--- config.mk ---
export PLATFORM = sky130hd
export DESIGN_NAME = camera_qsys_pll_reset_seq
export DESIGN_NICKNAME = d
export VERILOG_FILES = /design/src/rtl/camera_qsys_rst_pkg.sv /design/src/rtl/camera_qsys_bit_sync.sv /design/src/rtl/camera_qsys_pll_reset_seq.sv
export SDC_FILE = /design/constraint.sdc
export NUM_CORES = 1
export LEC_CHECK = 0
export BUFFER_PORTS_ARGS = -buffer_cell sky130_fd_sc_hd__buf_2
export CORE_ASPECT_RATIO = 0.75
export CORE_UTILIZATION = 50
export CTS_BUF_LIST = sky130_fd_sc_hd__clkbuf_16
export CTS_CLUSTER_DIAMETER = 100
export CTS_CLUSTER_SIZE = 14
export DETAILED_ROUTE_END_ITERATION = 8
export GPL_TIMING_DRIVEN = 1
export PLACE_DENSITY = 0.72
export SLEW_MARGIN = 20
export SYNTH_ARGS = -nofsm -noshare
export SYNTH_HDL_FRONTEND = slang
export SYNTH_SLANG_ARGS = --single-unit
export TNS_END_PERCENT = 10
--- constraint.sdc ---
create_clock -name refclk -period 2.2 [get_ports refclk]
set_clock_uncertainty 0.15 [all_clocks]
set_input_delay 0 -clock refclk [delete_from_list [all_inputs] [get_ports refclk]]
set_output_delay 0 -clock refclk [all_outputs]
set_load 0.03 [all_outputs]
--- src/rtl/camera_qsys_rst_pkg.sv ---
// Shared types and helpers for the camera_qsys PLL reset sequencer.
package camera_qsys_rst_pkg;

    typedef enum logic [2:0] {
        PLL_RST,
        WAIT_LOCK,
        STABLE,
        RELEASE,
        RUN
    } rst_state_t;

    localparam logic [7:0] RETRY_MAX = 8'd255;

    // Smallest counter width covering every terminal count; never below 1 bit.
    function automatic int unsigned cnt_width(input int unsigned a, input int unsigned b,
                                              input int unsigned c, input int unsigned d);
        int unsigned m;
        m = a;
        if (b > m) m = b;
        if (c > m) m = c;
        if (d > m) m = d;
        return (m < 2) ? 1 : $clog2(m);
    endfunction

endpackage

--- src/rtl/camera_qsys_bit_sync.sv ---
// Multi-flop synchroniser for a single asynchronous level, synchronous reset to 0.
module camera_qsys_bit_sync #(
    parameter int unsigned STAGES = 2
) (
    input  logic clk,
    input  logic rst,
    input  logic d,
    output logic q
);

    logic [STAGES-1:0] chain;

    always_ff @(posedge clk) begin
        if (rst) chain <= '0;
        else     chain <= {chain[STAGES-2:0], d};
    end

    assign q = chain[STAGES-1];

endmodule

--- src/rtl/camera_qsys_pll_reset_seq.sv ---
// PLL reset sequencer: pulses the PLL reset, qualifies lock, then releases
// the downstream domain resets one by one; retries on timeout and recovers on loss of lock.
module camera_qsys_pll_reset_seq
    import camera_qsys_rst_pkg::*;
#(
    parameter int unsigned SYNC_STAGES    = 2,
    parameter int unsigned PLL_RST_CYCLES = 16,
    parameter int unsigned LOCK_TIMEOUT   = 50000,
    parameter int unsigned LOCK_STABLE    = 1024,
    parameter int unsigned NUM_RST        = 3,
    parameter int unsigned RST_STAGGER    = 64
) (
    input  logic               refclk,
    input  logic               rst,
    input  logic               pll_locked,
    output logic               pll_rst,
    output logic [NUM_RST-1:0] rst_out,
    output logic               ready,
    output logic               lock_lost,
    output logic [7:0]         retry_cnt
);

    localparam int unsigned REL_LAST = (NUM_RST - 1) * RST_STAGGER;
    localparam int unsigned CW = cnt_width(PLL_RST_CYCLES, LOCK_TIMEOUT, LOCK_STABLE, REL_LAST + 1);

    localparam logic [CW-1:0] PLL_RST_END = CW'(PLL_RST_CYCLES - 1);
    localparam logic [CW-1:0] TIMEOUT_END = CW'(LOCK_TIMEOUT - 1);
    localparam logic [CW-1:0] STABLE_END  = CW'(LOCK_STABLE - 1);
    localparam logic [CW-1:0] REL_END     = CW'(REL_LAST);

    logic          locked_s;
    rst_state_t    state;
    logic [CW-1:0] cnt;
    logic          rel_hit;

    camera_qsys_bit_sync #(.STAGES(SYNC_STAGES)) u_lock_sync (
        .clk (refclk),
        .rst (rst),
        .d   (pll_locked),
        .q   (locked_s)
    );

    // Release points are cnt == i*RST_STAGGER; since bits release in order,
    // shifting a zero in from the bottom gives the staggered pattern.
    always_comb begin
        rel_hit = 1'b0;
        for (int unsigned i = 0; i < NUM_RST; i++) begin
            if (cnt == CW'(i * RST_STAGGER)) rel_hit = 1'b1;
        end
    end

    always_ff @(posedge refclk) begin
        if (rst) begin
            state     <= PLL_RST;
            cnt       <= '0;
            pll_rst   <= 1'b1;
            rst_out   <= '1;
            ready     <= 1'b0;
            lock_lost <= 1'b0;
            retry_cnt <= '0;
        end else begin
            lock_lost <= 1'b0;
            if ((state == RELEASE || state == RUN) && !locked_s) begin
                state     <= PLL_RST;
                cnt       <= '0;
                pll_rst   <= 1'b1;
                rst_out   <= '1;
                ready     <= 1'b0;
                lock_lost <= 1'b1;
            end else begin
                case (state)
                    PLL_RST: begin
                        if (cnt == PLL_RST_END) begin
                            state   <= WAIT_LOCK;
                            cnt     <= '0;
                            pll_rst <= 1'b0;
                        end else begin
                            cnt <= cnt + 1'b1;
                        end
                    end
                    WAIT_LOCK: begin
                        if (locked_s) begin
                            state <= STABLE;
                            cnt   <= '0;
                        end else if (cnt == TIMEOUT_END) begin
                            state   <= PLL_RST;
                            cnt     <= '0;
                            pll_rst <= 1'b1;
                            if (retry_cnt != RETRY_MAX) retry_cnt <= retry_cnt + 1'b1;
                        end else begin
                            cnt <= cnt + 1'b1;
                        end
                    end
                    STABLE: begin
                        if (!locked_s) begin
                            state <= WAIT_LOCK;
                            cnt   <= '0;
                        end else if (cnt == STABLE_END) begin
                            state <= RELEASE;
                            cnt   <= '0;
                        end else begin
                            cnt <= cnt + 1'b1;
                        end
                    end
                    RELEASE: begin
                        if (rel_hit) rst_out <= rst_out << 1;
                        if (cnt == REL_END) begin
                            state <= RUN;
                            cnt   <= '0;
                            ready <= 1'b1;
                        end else begin
                            cnt <= cnt + 1'b1;
                        end
                    end
                    RUN: begin
                        rst_out <= '0;
                        ready   <= 1'b1;
                    end
                    default: begin
                        state   <= PLL_RST;
                        cnt     <= '0;
                        pll_rst <= 1'b1;
                        rst_out <= '1;
                        ready   <= 1'b0;
                    end
                endcase
            end
        end
    end

endmodule

==> results_dict.tcl <==
set metrics [dict create \
    status "complete, but fails checks" \
    violations "DRC, setup timing" \
    cp-start-kind "register" \
    core_area_mm2 0.00336 \
    cts.sinks 35 \
    p_leak_nw 1.05 \
    syn_area_mm2 0.00180 \
    layout_common_cells "buf_4 (45), nor2_1 (32), dfxtp_1 (30), nand2_1 (24), buf_2 (16)" \
    synth-seq-cells 35 \
    cts_root_buf "clkbuf_16" \
    maxSlewHeadroom_pct 64.4 \
    nets 287 \
    post-place-cells 306 \
    period_minus_slack_ns 2.32 \
    finalCritPeriodShare_pct 105 \
    fp-row-count 18 \
    cts_max_level 2 \
    pin_count 17 \
    rsz0062_at_grt "yes" \
    worstPathArrival_ns 2.34 \
    initial_core_util_pct 53.8 \
    fin_ws_ns -0.118 \
    area_growth_pct 39.0 \
    drc_errors 2 \
    pwr-share-comb_pct 11.5 \
    die_h_um 54.0 \
    yosysUniqueCellTypes 45 \
    clock_path_buffers 2 \
    endpoint_kind "register" \
    fmax_mhz 431 \
    die_w_um 71.4 \
    final_area_mm2 0.00251 \
    fin_cells 322 \
    placed_area_mm2 0.00220 \
    switching_share_pct 24.3 \
    drtIter0Drc 136 \
    yosysTopAreaCell "dfxtp_1" \
    min_path_type "register to register" \
    cp.required_ns 2.22 \
    ys_seq_area_share_pct 38.8 \
    vias 1849 \
    synth_nets 226 \
    wl_per_cell_um 15.4 \
    dieArea_mm2 0.00386 \
    setup_viol 12 \
    peakVddDrop_mv 0.443 \
    grt_pass1_wl_um 7360 \
    cap_violations 0 \
    synth_top_cell_area_share_pct 38.8 \
    path_class "register to register" \
    p_clk_share_pct 44.2 \
    switchingPower_mw 0.365 \
    pwr-share-seq_pct 44.4 \
    clk_pin_slew_ns 0.05 \
    cts_buffers 5 \
    postRouteAntennaNets 0 \
    gp_congestion 0.844 \
    grt_start_max_net_pins 15 \
    num_antenna_cells 0 \
    n_fill_cell 231 \
    synth_cells 220 \
    p_per_area_mw_per_mm2 600 \
    hold_viol_final 0 \
    via_per_inst 5.74 \
    antenna_found_initial 0 \
    ys_top_cells_by_area "dfxtp_1 (39%), nor2_1 (6.7%), nand2_1 (5.4%)" \
    p_int_mw 1.14 \
    final_common_cell "buf_4" \
    hpwlAfterDp_um 3260 \
    grt-ovfl-total 0 \
    cts_tree "done" \
    grt_pass1_vias 1559 \
    port_buffers 16 \
    postRouteWirelength_um 4950 \
    gr-usage-all-layers_pct 26.1 \
    insertion_delay_ns 0.28 \
    synth_area_per_cell_um2 8.20 \
    worst-path-max-fanout 5 \
    first_pass_iters 6 \
    worst_pin_slew_ns 0.529 \
    synth_warnings 0 \
    slew_viol_final 0 \
    hold_slack_ns 0.297 \
    drive_gt1_share_pct 33.0 \
]
## stage by stage
| step | utilization (%) | power [mW] | TNS (ns) | setup WS, ns |
|---|---|---|---|---|
| after global placement | 65.5 | 0.810 | -0.0144 | -0.00592 |
| after floorplan | - | 0.755 | 0 | 0.0123 |
| final | 74.7 | 1.50 | -0.715 | -0.118 |
| after detailed placement | 65.5 | 0.814 | -0.0981 | -0.0326 |
| after CTS | 71.3 | 1.48 | -0.109 | -0.0470 |
| after global routing | 74.7 | 1.56 | -2.11 | -0.170 |
## synthesized netlist by cell type (all sizes together)
cell type / n
ha: 3
o21ai: 10
nor2b: 3
or2: 2
a21oi: 9
dfxtp: 35
nand2b: 2
xnor2: 2
nand4bb: 1
o211ai: 3
inv: 4
and4: 1
or3b: 2
a211oi: 2
buf: 4
or4bb: 1
nand4: 8
xor2: 9
a22o: 1
a2bb2oi: 2
and3: 7
a31oi: 2
nor3: 7
clkbuf: 7
nor2: 32
a221o: 3
nor4: 5
a22oi: 2
nand2: 26
or4: 1
nor4bb: 1
o311ai: 1
or3: 1
nand3b: 2
and3b: 1
nand3: 12
nand4b: 1
a21o: 3
mux2i: 2
## sequential cells by signal, summed over array words and instances, names as in the netlist
signal / count
rst_out: 3
retry_cnt: 8
state: 3
lock_lost: 1
ready: 1
pll_rst: 1
u_lock_sync.chain: 2
cnt: 16
## final timing paths
check,from,depth (start not counted),endpoint,slack [ns]
worst max-delay path,cnt[14]$_SDFFE_PP0P_,8,state[1]$_SDFFE_PP0P_,-0.12
worst min-delay path,u_lock_sync.chain[0]$_SDFF_PP0_,1,u_lock_sync.chain[1]$_SDFF_PP0_,0.30
worst max register to register,cnt[14]$_SDFFE_PP0P_,8,state[1]$_SDFFE_PP0P_,-0.12
worst min register to register,u_lock_sync.chain[0]$_SDFF_PP0_,1,u_lock_sync.chain[1]$_SDFF_PP0_,0.30
## per-layer routing
metal | global-route usage [%] | up-vias | wire length [µm]
li1 | - | 912 | -
met1 | 35.6 | 849 | 2310
met2 | 38.4 | 74 | 2120
met3 | 6.93 | 14 | 363
met4 | 13.0 | 0 | 149
met5 | 0 | - | 0
## cell families (layout without fill, tap and decap cells)
group	Yosys count	after routing	synth area share, %
AND/OR/NAND/NOR	116	116	33.9
AO/OA/AOI/OAI	38	39	14.6
flip-flops	35	35	38.8
buffers and inverters	15	76	4.09
XOR/XNOR	11	11	5.34
adder cells (fa/ha/maj)	3	3	2.08
multiplexers	2	2	1.11
## worst max-delay path, stage by stage, from the launching register on
cell and delay, ns:
dfxtp_2 0.31, or4bb_4 0.54, nor4_4 0.35, a2bb2oi_4 0.24, buf_4 0.16, nand2_2 0.08, buf_4 0.16, a22oi_1 0.16
nor2_1 0.05
## cell type report
type / count / area [µm²] / area share (%)
Tap cell: 40 / 50.0 / 2.00
Timing Repair Buffer: 64 / 448 / 17.9
Clock inverter: 3 / 11.3 / 0.449
Multi-Input combinational cell: 171 / 1150 / 45.9
Clock buffer: 5 / 125 / 4.99
Inverter: 4 / 15.0 / 0.599
Sequential cell: 35 / 707 / 28.2
## power groups by stage
stage	Combinational, mW	Clock (mW)	Sequential (mW)
finish	0.173	0.664	0.667
global route	0.187	0.706	0.669
CTS	0.144	0.669	0.663
detailed placement	0.138	0	0.676
global placement	0.134	0	0.676
floorplan	0.0744	0	0.681
## timing repair
item / in CTS / in global routing
gates cloned: 0 / 1
hold buffers: 3 / 0
pin swaps: 0 / 4
endpoints found under the hold margin: 11 / 0
setup endpoints to repair: 11 / 26
buffers inserted: 0 / 4
gates resized for setup: 4 / 15
Power figures use the tool's default switching activity.
